==> src/rtl/alu_check_fifo.sv <==
// Synchronous FIFO with show-ahead head output.
//   flush       : empties the FIFO (wins over push/pop)
//   push / pop  : ignored when full / empty respectively
//   wdata/rdata : write data / current head entry
//   full, empty, count : occupancy status
module alu_check_fifo #(
    parameter int unsigned W     = 8,
    parameter int unsigned DEPTH = 8
) (
    input  logic                       clk,
    input  logic                       reset_n,
    input  logic                       flush,
    input  logic                       push,
    input  logic                       pop,
    input  logic [W-1:0]               wdata,
    output logic [W-1:0]               rdata,
    output logic                       full,
    output logic                       empty,
    output logic [$clog2(DEPTH):0]     count
);
    localparam int unsigned AW = $clog2(DEPTH);

    logic [W-1:0]  mem_q [DEPTH];
    logic [AW-1:0] wr_ptr_q, wr_ptr_d;
    logic [AW-1:0] rd_ptr_q, rd_ptr_d;
    logic [AW:0]   count_q, count_d;
    logic          push_ok, pop_ok;

    assign full    = (count_q == (AW+1)'(DEPTH));
    assign empty   = (count_q == '0);
    assign count   = count_q;
    assign rdata   = mem_q[rd_ptr_q];
    assign push_ok = push && !full && !flush;
    assign pop_ok  = pop && !empty && !flush;

    // Pointer and occupancy update; pointers wrap naturally (DEPTH is a power of two).
    always_comb begin
        wr_ptr_d = wr_ptr_q;
        rd_ptr_d = rd_ptr_q;
        count_d  = count_q;
        if (flush) begin
            wr_ptr_d = '0;
            rd_ptr_d = '0;
            count_d  = '0;
        end else begin
            if (push_ok) wr_ptr_d = AW'(wr_ptr_q + 1'b1);
            if (pop_ok)  rd_ptr_d = AW'(rd_ptr_q + 1'b1);
            count_d = count_q + (AW+1)'(push_ok) - (AW+1)'(pop_ok);
        end
    end

    always_ff @(posedge clk or negedge reset_n) begin
        if (!reset_n) begin
            wr_ptr_q <= '0;
            rd_ptr_q <= '0;
            count_q  <= '0;
        end else begin
            wr_ptr_q <= wr_ptr_d;
            rd_ptr_q <= rd_ptr_d;
            count_q  <= count_d;
        end
    end

    // Storage needs no reset: a slot is only read after it has been written.
    always_ff @(posedge clk) begin
        if (push_ok) mem_q[wr_ptr_q] <= wdata;
    end

endmodule

==> config.mk <==
export PLATFORM = sky130hd
export DESIGN_NAME = alu_check_fifo
export DESIGN_NICKNAME = d
export VERILOG_FILES = /design/src/rtl/alu_check_fifo.sv
export SDC_FILE = /design/constraint.sdc
export NUM_CORES = 1
export LEC_CHECK = 0
export BUFFER_PORTS_ARGS = -buffer_cell sky130_fd_sc_hd__buf_4
export CORE_UTILIZATION = 45
export DETAILED_ROUTE_END_ITERATION = 7
export GPL_ROUTABILITY_DRIVEN = 0
export PLACE_DENSITY = 0.63
export SLEW_MARGIN = 0
export SYNTH_ARGS = -nofsm -noshare
export SYNTH_HDL_FRONTEND = slang
export SYNTH_SLANG_ARGS = --single-unit
==> constraint.sdc <==
create_clock -name clk -period 2.7 [get_ports clk]
set_input_delay 0 -clock clk [delete_from_list [all_inputs] [get_ports clk]]
set_output_delay 0 -clock clk [all_outputs]
set_load 0.05 [all_outputs]
# [Yosys cells after proc, flatten, opt, wreduce, memory -nomap -nowiden]
# Memory sizes are Yosys's and may differ from the RTL's.
# Cells that the tools add are included.
[op_classes] add_sub_neg=4 eq_ne=1 mux=7 n_reduce_logical=10
[op_table] op="3-bit 2-to-1 mux" count=4
[op_table] op="3-bit by 1-bit adder with 3-bit output, second input constant" count=2
[op_table] op="4-bit by 1-bit adder with 4-bit output" count=1
[op_table] op="4-bit == test, second input constant" count=1
[op_table] op="1-bit logical AND" count=4
[op_table] op="4-bit logical NOT" count=1
[op_table] op="4-bit 2-to-1 mux" count=1
[op_table] op="2-bit nonzero test" count=2
[op_table] op="4-bit by 1-bit subtractor with 4-bit output" count=1
[op_table] op="1-bit logical NOT" count=3
[op_table] op="1-bit 2-to-1 mux" count=2
[totals] reg_bits=10 ram_bits=64 inputBits=13 output_inout_bits=14 word_cells=26 memories=1
[mem_list] memory="mem_q" words=8 word_bits=8 rd=1 rd_ports_with_merged_regs=0 write_ports=1 line="23" source="logic [W-1:0] mem_q [DEPTH];"

# [Longest topological paths before layout]
# Gate-level depths: netlist (run 1).
[logic_depth] depth_word=7 depth_mapped=11 ltp_nobuf=11

# [Least setup slack after synthesis (run 1)]
# Ideal clock, no wire load.
[synth_timing] path_kind="register -> register" from="reg count_q[2], in the netlist count[2]" to="reg count_q[2], in the netlist count[2]" setup_time_ns=0.131 arrival_time_ns=3.618 required_ns=2.569 setup_slack_ns=-1.049 stages_incl_launch_ff=12 n_path_buf=0 synth_period_minus_slack_ns=3.749 cell_sequence="dfrtp_1 -> inv_1 -> ha_1 -> nor3b_1 -> nor2b_1 -> nor2b_1 -> ha_1 -> inv_1 -> ha_1 -> fa_1 -> xnor2_1 -> nor2_1"
[synth_between] word_cells_on_any_way=11 cone_classes="add/sub (2); eq/ne (1); mux (1); reduce/logical (7)"
[synth_lines] item="from (decl)" line="26" source="logic [AW:0] count_q, count_d;"
[synth_lines] item="from (signal assigned)" line="60" source="count_q <= count_d;"
[synth_lines] item="4-bit logical NOT" line="30" source="assign empty = (count_q == '0);"
[synth_lines] item="net empty" line="18" source="output logic empty,"
[synth_lines] item="1-bit logical NOT" line="34" source="assign pop_ok = pop && !empty && !flush;"
[synth_lines] item="1-bit logical AND (2 in series)" line="34"
[synth_lines] item="4-bit by 1-bit subtractor with 4-bit output" line="48" source="count_d = count_q + (AW+1)'(push_ok) - (AW+1)'(pop_ok);"
[synth_lines] item="4-bit 2-to-1 mux" line="41" source="if (flush) begin"
[synth_lines] item="net count_d[2]" line="26"
# The timed path passes the listed nets, and every way through them passes these cells.
# A chain may end at the register's enable or synchronous reset.

# [Worst setup path in the final report (run 1)]
[layout_timing] from="reg count_q[3], in the netlist count[3]" to="reg count_q[2], in the netlist count[2]"
[layout_between] elab_chain_cells=7 word_cells_on_any_way=11 cone_classes="add/sub (2); eq/ne (1); mux (1); reduce/logical (7)"
[layout_rtl] item="4-bit == test" line="29" source="assign full = (count_q == (AW+1)'(DEPTH));"
[layout_rtl] item="1-bit logical NOT" line="33" source="assign push_ok = push && !full && !flush;"
[layout_rtl] item="1-bit logical AND (2 in series)" line="33"
[layout_rtl] item="4-bit by 1-bit adder with 4-bit output" line="48"
[layout_rtl] item="4-bit by 1-bit subtractor with 4-bit output *" line="48"
[layout_rtl] item="4-bit 2-to-1 mux *" line="41"
[layout_rtl] item="net count_d[2]" line="26"
# Mark *: on every way through the listed nets, which the timed path passes. The rest lies on a longest branch.

==> out/results.ini, run 1 <==
[synth]
syn_nets = 190
netlist_top_cells_area = edfxtp_1 (61%), dfrtp_1 (7.9%), mux4_1 (6.7%)
ys_ff_latch = 74
synth.largest_area_cell = edfxtp_1
synth_top_area_share_pct = 61.0
netlist_area_mm2 = 0.00315
yosys_warnings = 0
yosysSeqAreaShare_pct = 69.0
synth_cells = 168
yosysUniqueCellTypes = 29
syn_avg_cell_area_um2 = 18.7

[routing]
drc = 0
drtIter0Drc = 86
num_vias = 1641
avgRoutedWirePerCell_um = 18.0
routed_wirelength_um = 5750
ant_nets = 0
detail_route.first_pass.iterations = 4
post_drt_via_cell_ratio = 5.14

[placement]
place_inst = 293
portBuffers = 26
place_ws_ns = 0.189
dp_hpwl_um = 3700
postPlaceCellArea_mm2 = 0.00351

[global_route]
grt_pass1_vias = 1749
grtUsageTotal_pct = 17.5
grt.overflow.total = 0
grt_start_max_net_pins = 19
antenna_found_initial = 0
grt_pass1_wl_um = 9110

[sta]
maxSlewViolCount = 0
tightest_slew_ns = 0.758
relSlewSlack_pct = 49.4
max_freq_mhz = 395
setup_slack_ns = 0.169
final.min_clock_period_ns = 2.53
final.setup.tns_ns = 0
fin_crit_sh_pct = 93.7
fin_skew_ns = 0.00696
finalSetupViolations = 0
hold_violations = 0
rsz0062_at_grt = false

[floorplan]
dieArea_mm2 = 0.00734
io_pins = 27
die_x_um = 85.7
die_y_um = 85.7
core_mm2 = 0.00679
initial_core_util_pct = 46.4
rows = 30

[clock_tree]
clockBufferDepth = 2
htreeDepth = 3
cts_buffers = 9
cts-root-buf = clkbuf_8
cts_tree = done
cts_sinks = 74
clkTransAtPathRegs_ns = 0.07
clk_latency_ns = 0.34
cts_resized = 0

[layout]
final_cells = 319
final_area_mm2 = 0.00380
drive_gt1_share_pct = 33.2
n_antenna_cell = 0
nFillCells = 546
synthToLayoutAreaGrowth_pct = 20.7
nNetsFinal = 241
fin_util_pct = 55.9

[critical_path]
worstPathMaxFanout = 7
cpMostUsedCell = ha_2
start_kind = flip-flop
startpoint = count[3]
crit_arrival_ns = 2.76
cp_num_buf_inv = 2
cp_top_family = adder cells
r2r-start = count[3]
path_cells = ha_2 > or3b_4 > clkinvlp_4 > or3_1 > ha_1 > inv_1 > ha_2 > fa_1 > xnor2_1 > nor2_1
endpoint_kind = flip-flop
critPathRequiredTime_ns = 2.93
crit_type = reg2reg
cp_slowest_cell = dfrtp_2
slowest_delay_ns = 0.42

[job]
drv_cap = 0

[pwr]
powerDensity_mw_per_mm2 = 860
peakVddDrop_uv = 567
leakagePower_nw = 1.37

[worst_hold_path]
min_path_type = in2async

[run_status]
status = finished clean

-- worst register-to-register path, cell delays in order, from the launching register on --
cell	delay (ns)
dfrtp_2	0.42
ha_2	0.17
or3b_4	0.25
clkinvlp_4	0.12
or3_1	0.36
ha_1	0.29
inv_1	0.04
ha_2	0.17
fa_1	0.39
xnor2_1	0.15
nor2_1	0.05
-- repair_timing --
item                                    in CTS  in global routing
endpoints found under the setup margin       0                  0
buffers inserted                             0                  0
hold endpoints to repair                    80                  0
hold buffers                                11                  0
-- sequential cells by signal (all words and copies together) (netlist names) --
register and count:
rd_ptr_q 3, wr_ptr_q 3, count 4, mem_q 64
-- metrics by stage --
| stage | hold WS (ns) | power (mW) |
|---|---|---|
| 2_1_floorplan | -0.296 | 2.26 |
| 3_3_place_gp | -0.163 | 2.46 |
| 3_5_place_dp | -0.159 | 2.51 |
| 4_1_cts | 0.0162 | 3.30 |
| 5_1_grt | 0.0198 | 3.42 |
| 6_report | 0.0209 | 3.27 |
-- placed cells by master, fill, tap and decap left out, drive strengths merged --
master / Yosys / layout
nand4b: 1 / 1
nand3: 2 / 2
fa: 1 / 1
o21ai: 4 / 4
bufinv: 0 / 1
nand2b: 5 / 5
clkinvlp: 0 / 1
a31o: 1 / 1
mux2: 9 / 9
nor2: 9 / 9
nor3: 2 / 2
clkinv: 0 / 3
xnor2: 1 / 1
inv: 7 / 6
nor2b: 6 / 6
edfxtp: 64 / 64
or3: 3 / 3
nor3b: 1 / 1
dlygate4sd3: 0 / 11
dfrtp: 10 / 10
mux2i: 1 / 1
clkbuf: 3 / 11
ha: 8 / 8
or3b: 1 / 1
buf: 3 / 35
mux4: 16 / 16
a21oi: 5 / 5
nand2: 4 / 4
or4: 1 / 1
-- metal layers --
metal / track usage, % / wire length [um]
met5: 0 / 0
met4: 10.0 / 126
met3: 3.95 / 212
met2: 29.8 / 2960
met1: 20.7 / 2450
-- cell families (layout without fill, tap and decap cells) --
logic type	after synthesis	count (layout)	share of synthesized area (%)
flops	74	74	69.0
fa+ha+maj	9	9	3.81
buf+inv	13	68	2.34
xor+xnor	1	1	0.278
compound gates	10	10	1.71
mux	26	26	16.9
simple gates	35	35	6.00
-- synthesized netlist by cell type --
master,instances
edfxtp_1,64
dfrtp_1,10
nor2_1,9
ha_1,8
mux2_4,8
mux4_1,8
mux4_2,8
inv_1,7
nor2b_1,6
a21oi_1,5
nand2b_1,5
nand2_1,4
o21ai_0,4
clkbuf_1,3
or3_1,3
nand3_1,2
nor3_1,2
a31o_2,1
buf_12,1
buf_2,1
buf_6,1
fa_1,1
mux2_2,1
mux2i_1,1
nand4b_1,1
nor3b_1,1
or3b_1,1
or4_1,1
xnor2_1,1
-- area by class of cell --
cell class / count / area [um^2] / share of cell area [%]
timing repair buffer: 46 / 373 / 9.81
multi-input combinational: 81 / 927 / 24.4
inverter: 7 / 30.0 / 0.790
tap: 96 / 120 / 3.16
clock inverter: 4 / 43.8 / 1.15
clock buffer: 11 / 131 / 3.46
sequential: 74 / 2170 / 57.2
-- final timing paths --
kind                               endpoint  cells past startpoint  slack (ns)
worst min-delay path               count[0]                      2        0.02
min in group clk                rd_ptr_q[2]                      4        0.04
worst max-delay path               count[2]                     10        0.17
worst min register to register  wr_ptr_q[2]                      2        0.65
worst max register to register     count[2]                     10        0.17
max in group asynchronous          count[2]                      2        2.52
-- where the power goes --
| part | total (mW) | switching (mW) | internal (mW) |
|---|---|---|---|
| sequential | 1.39 | 0.0792 | 1.31 |
| combinational | 1.09 | 0.612 | 0.480 |
| clock | 0.785 | 0.369 | 0.416 |
| total | 3.27 | 1.06 | 2.21 |
Power figures use the tool's default switching activity.
==> inputs of run 2 (changes only) <==
- RECOVER_POWER: not set -> 25
==> run 2 against run 1 <==
Effect of this change:
- clock-buffer cell count unchanged
- via count shrank 0.24%
- non-clock buffer count is the same
- critical path depth stayed put
- routed wire length decreased by 0.54%
==> out/results.ini, run 2 (synthesized netlist as in run 1, its figures left out) <==
[pwr]
peakVddDrop_uv = 567  ; about the same
powerDensity_mw_per_mm2 = 864  ; +0.50%
total_power_mw = 3.26  ; about the same
leakagePower_nw = 1.34  ; -1.6%
p_int_mw = 2.20  ; -0.17%
switching_share_pct = 32.5  ; +0.052 points
p_seq_share_pct = 42.6  ; about the same
pwr-share-clk_pct = 24.1  ; about the same
pwr-share-comb_pct = 33.3  ; about the same
p_sw_mw = 1.06  ; about the same

[routing]
drc = 0  ; unchanged
routed_wirelength_um = 5720  ; -0.54%
detail_route.first_pass.iterations = 4  ; unchanged
wl_met2_um = 2930  ; -0.98%
post_drt_via_cell_ratio = 5.13  ; -0.24%
wl_met1_um = 2460  ; about the same
avgRoutedWirePerCell_um = 17.9  ; -0.54%
route.met3.wl_um = 209  ; -1.4%
num_vias = 1637  ; -0.24%
drtIter0Drc = 91  ; +5.8%
topRoutingLayerUsed = met4
ant_nets = 0  ; unchanged

[floorplan]
io_pins = 27  ; unchanged
die_y_um = 85.7  ; unchanged
dieArea_mm2 = 0.00734  ; unchanged
core_mm2 = 0.00679  ; unchanged
rows = 30  ; unchanged
initial_core_util_pct = 46.4  ; unchanged
die_x_um = 85.7  ; unchanged

[sta]
tightest_slew_ns = 0.758  ; -0.000133 ns
rsz0062_at_grt = false
max_freq_mhz = 395  ; about the same
hold_violations = 0  ; unchanged
fin_crit_sh_pct = 93.7  ; about the same
finalSetupViolations = 0  ; unchanged
fin_skew_ns = 0.00697  ; +0.00000378 ns
whs_ns = 0.0368  ; +0.0158 ns
maxSlewViolCount = 0  ; unchanged
setup_slack_ns = 0.169  ; +0.0000360 ns
relSlewSlack_pct = 49.5  ; about the same
final.min_clock_period_ns = 2.53  ; -0.0000360 ns

[worst_hold_path]
hold_path_end = rd_ptr_q[2]
hold_depth = 4
hold_start = pop
min_path_type = in2reg

[critical_path]
worstPathMaxFanout = 7  ; unchanged
path_cells = ha_2 > or3b_4 > clkinvlp_4 > or3_1 > ha_1 > inv_1 > ha_2 > fa_1 > xnor2_1 > nor2_1
r2r_cells = 10  ; unchanged
start_kind = flip-flop
critPathRequiredTime_ns = 2.93  ; about the same
cpMostUsedCell = ha_2
r2r-start = count[3]
path_depth = 10  ; unchanged
crit_arrival_ns = 2.76  ; about the same
endpoint_kind = flip-flop
cp_slowest_cell = dfrtp_2
crit_type = reg2reg
cp_num_buf_inv = 2  ; unchanged
slowest_delay_ns = 0.42  ; about the same
cp_top_family = adder cells
reg2reg_setup_slack_ns = 0.17  ; about the same
r2r_end = count[2]

[clock_tree]
htreeDepth = 3  ; unchanged
cts_tree = done
clkTransAtPathRegs_ns = 0.07  ; about the same
cts-root-buf = clkbuf_8
cts_buffers = 9  ; unchanged
clockBufferDepth = 2  ; unchanged
clk_latency_ns = 0.34  ; about the same
cts_sinks = 74  ; unchanged
post-cts-setup-buffer-count = 0  ; unchanged

[layout]
n_antenna_cell = 0  ; unchanged
drive_gt1_share_pct = 30.5  ; -2.7 points
final_cell_mix = edfxtp_1 (64), buf_4 (29), dlygate4sd3_1 (11)
final_common_cell = edfxtp_1
nNetsFinal = 241  ; unchanged
synthToLayoutAreaGrowth_pct = 19.9
top_register = mem_q
largest_reg_flops = 64  ; unchanged
final_area_mm2 = 0.00378  ; -0.59%
final_cells = 319  ; unchanged

[run_status]
status = finished clean

[placement]
portBuffers = 26  ; unchanged
postPlaceCellArea_mm2 = 0.00351  ; unchanged
place_ws_ns = 0.189  ; unchanged
place_inst = 293  ; unchanged
dp_hpwl_um = 3700  ; unchanged

[global_route]
grt_pass1_vias = 1749  ; unchanged
grt_pass1_wl_um = 9110  ; unchanged
grtUsageTotal_pct = 17.5  ; unchanged
grt_start_max_net_pins = 19  ; unchanged
antenna_found_initial = 0  ; unchanged
grt.overflow.total = 0  ; unchanged

[job]
drv_cap = 0  ; unchanged

==> run 2: cell count changes in the layout (fill, tap and decap cells not counted) <==
cell / delta
clkbuf_1: +6
buf_4: -6
==> run 2: worst max path at each step <==
| stage | start | endpoint |
|---|---|---|
| 2_1_floorplan | count[2] | count[1] |
| 3_3_place_gp | count[3] | count[2] |
| 4_1_cts | count[3] | count[2] |
| 3_5_place_dp | count[3] | count[2] |
| 5_1_grt | count[3] | count[2] |
| 6_report | count[3] | count[2] |
==> run 2: timing repair <==
| action | CTS | global route |
|---|---|---|
| hold buffers | 11 | 0 |
| endpoints found under the hold margin | 80 | 0 |
| resized for setup | 0 | 0 |
==> run 2: per-stage QoR <==
stage	TNS (ns)	utilization [%]
3_5_place_dp	0	51.7
5_1_grt	0	55.6
3_3_place_gp	0	51.7
6_report	0	55.6
4_1_cts	0	55.9
2_1_floorplan	-0.281	-
==> run 2: power by group through the flow <==
stage,sequential (mW),combinational (mW),clock [mW]
2_1_floorplan,1.45,0.804,0
3_3_place_gp,1.41,1.05,0
3_5_place_dp,1.42,1.09,0
4_1_cts,1.39,1.11,0.802
5_1_grt,1.40,1.18,0.845
6_report,1.39,1.09,0.786
==> run 2: area by class of cell <==
type                            instances  area [um^2]
Fill cell                             554         3020
Sequential cell                        74         2170
Multi-Input combinational cell         81          927
Timing Repair Buffer                   46          350
Clock buffer                           11          131
Tap cell                               96          120
Clock inverter                          4         43.8
Inverter                                7         30.0
==> run 2: worst min-delay path, cell delays in order <==
cell and delay [ns]:
buf_4 0.11, nand2_1 0.07, or3_1 0.10, a21oi_1 0.06
==> run 2: routing by layer <==
layer | vias to the layer above | track usage, %
met1 | 827 | 20.7
met2 | 33 | 29.8
met4 | 0 | 10.0
met5 | - | 0
met3 | 11 | 3.95
li1 | 766 | -
==> inputs of run 3 (changes only) <==
--- a/config.mk
+++ b/config.mk
@@ -12,4 +12,5 @@
 export PLACE_DENSITY = 0.63
 export RECOVER_POWER = 25
+export SETUP_SLACK_MARGIN = 0.05
 export SLEW_MARGIN = 0
 export SYNTH_ARGS = -nofsm -noshare
==> constraint.sdc (replaced) <==
create_clock -name clk -period 2.7 [get_ports clk]
set_input_delay 0.54 -clock clk [delete_from_list [all_inputs] [get_ports clk]]
set_output_delay 0.54 -clock clk [all_outputs]
set_load 0.05 [all_outputs]
==> run 3 against run 2 <==
Effect of this change:
- clock-buffer cell count down 2
- hold slack better by 0.40 ns
- core utilization shrank 0.75 points
- largest cell class unchanged
==> out/results.ini, run 3 (synthesized netlist as in run 1, its figures left out) <==
[run_status]
status = finished clean

[routing]
post_drt_via_cell_ratio = 5.09  ; -0.90%
avgRoutedWirePerCell_um = 17.7  ; -1.1%
num_vias = 1602  ; -2.1%
detail_route.first_pass.iterations = 4  ; unchanged
ant_nets = 0  ; unchanged
drtIter0Drc = 125  ; +37%
routed_wirelength_um = 5590  ; -2.3%
drc = 0  ; unchanged

[sta]
fin_skew_ns = 0.00865  ; +0.00168 ns
hold_violations = 0  ; unchanged
finalSetupViolations = 0  ; unchanged
final.min_clock_period_ns = 2.54  ; +0.00945 ns
maxSlewViolCount = 0  ; unchanged
whs_ns = 0.432  ; +0.395 ns
rsz0062_at_grt = false
relSlewSlack_pct = 58.3  ; +8.8 points
tightest_slew_ns = 0.626  ; -0.132 ns
final.setup.tns_ns = 0  ; unchanged
max_freq_mhz = 394  ; -0.37%
fin_crit_sh_pct = 94.1  ; +0.35 points

[pwr]
leakagePower_nw = 1.33  ; -1.1%
p_int_mw = 2.21  ; +0.30%
peakVddDrop_uv = 778  ; +37%
switching_share_pct = 32.8  ; +0.27 points
p_seq_share_pct = 41.7  ; -0.9 points
p_sw_mw = 1.08  ; +1.5%
pwr-share-comb_pct = 34.0  ; +0.7 points
pwr-share-clk_pct = 24.3  ; +0.2 points
powerDensity_mw_per_mm2 = 882  ; +2.1%

[global_route]
grt_pass1_vias = 1686  ; -3.6%
grtUsageTotal_pct = 17.6  ; +0.086 points
grt_start_max_net_pins = 18  ; -1
grt_pass1_wl_um = 9060  ; -0.54%
antenna_found_initial = 0  ; unchanged
grt.overflow.total = 0  ; unchanged

[layout]
synthToLayoutAreaGrowth_pct = 18.3
final_common_cell = edfxtp_1
top_register = mem_q
n_antenna_cell = 0  ; unchanged
nNetsFinal = 237  ; -1.7%
drive_gt1_share_pct = 34.2  ; +3.8 points
final_cell_mix = edfxtp_1 (64), buf_4 (34), nor2_1 (9), clkbuf_8 (9)
largest_reg_flops = 64  ; unchanged

[critical_path]
crit_arrival_ns = 2.00  ; -0.76 ns
start_kind = flip-flop
endpoint_kind = output port
r2r-start = count[3]
crit_type = reg2out
startpoint = rd_ptr_q[0]
slowest_delay_ns = 0.59  ; +0.17 ns
reg2reg_setup_slack_ns = 0.21  ; +0.04 ns
cp_num_buf_inv = 2  ; unchanged
path_cells = buf_4 > mux4_1 > mux2_4 > buf_4
cp_top_family = multiplexers
r2r_cells = 9  ; -1
r2r_end = count[1]
worstPathMaxFanout = 12  ; +5
cpMostUsedCell = buf_4
critPathRequiredTime_ns = 2.16  ; -0.77 ns
worstSetupEndpoint = rdata[6]
cp_slowest_cell = mux4_1
path_depth = 4  ; -6

[worst_hold_path]
min_path_type = in2reg

[floorplan]
die_y_um = 85.7  ; unchanged
die_x_um = 85.7  ; unchanged
rows = 30  ; unchanged
initial_core_util_pct = 46.4  ; unchanged
dieArea_mm2 = 0.00734  ; unchanged
core_mm2 = 0.00679  ; unchanged
io_pins = 27  ; unchanged

[clock_tree]
clockBufferDepth = 2  ; unchanged
cts_sinks = 74  ; unchanged
clkTransAtPathRegs_ns = 0.08  ; about the same
clk_latency_ns = 0.34  ; about the same
cts-root-buf = clkbuf_8
cts_buffers = 9  ; unchanged
cts_tree = done
htreeDepth = 3  ; unchanged

[job]
drv_cap = 0  ; unchanged

[placement]
portBuffers = 26  ; unchanged
dp_hpwl_um = 3890  ; +5.3%

run 3: per-layer routing:
metal	vias up	routed length (um)	global-route usage, %
met5	-	0	0
met4	0	70	6.36
met3	8	261	5.68
met2	34	2850	28.9
met1	805	2400	22.2
li1	755	-	-
run 3: worst reg2reg max path: cells and delay by family (launching register included):
kind,cells,cell delay [ns]
buffers and inverters,2,0.19
adder cells (fa/ha/maj),4,1.04
flip-flops,1,0.43
AND/OR/NAND/NOR,3,0.72
run 3: power by group through the flow:
stage / clock network (mW) / registers, mW / logic [mW]
after floorplan: 0 / 1.45 / 0.804
after global placement: 0 / 1.39 / 1.10
after detailed placement: 0 / 1.39 / 1.13
after CTS: 0.814 / 1.37 / 1.13
after global routing: 0.884 / 1.38 / 1.19
final: 0.799 / 1.37 / 1.12
run 3: cell type report:
type / instances / area, um^2
timing repair buffer: 42 / 292
clock buffer: 9 / 124
fill: 540 / 3070
sequential: 74 / 2170
tap: 96 / 120
multi-input combinational: 81 / 927
inverter: 7 / 30.0
clock inverter: 6 / 58.8
run 3: timing repair:
action                    4_1_cts  5_1_grt
resized for setup               0        0
hold endpoints to repair        0       10
setup buffers                   0        0
hold buffers                    0        1
run 3: how the worst min path moves through the flow:
stage / start / end / slack, ns / cells past startpoint
after detailed placement: reset_n / wr_ptr_q[0] / 0.37 / 1
after global placement: reset_n / wr_ptr_q[0] / 0.37 / 1
after floorplan: reset_n / count[0] / 0.24 / 0
after global routing: wdata[3] / mem_q[2][3] / 0.42 / 1
after CTS: reset_n / wr_ptr_q[0] / 0.002 / 1
final: wdata[3] / mem_q[2][3] / 0.43 / 1
run 3: through the flow:
stage	worst slack, ns	total power [mW]	utilization [%]	area (um^2)	cells
final	0.159	3.29	54.8	3730	315
after global placement	0.307	2.49	52.4	3560	299
after CTS	0.117	3.32	55.1	3740	314
after detailed placement	0.215	2.53	52.4	3560	299
after floorplan	-0.0972	2.26	-	3180	168
after global routing	0.0598	3.46	54.8	3730	315
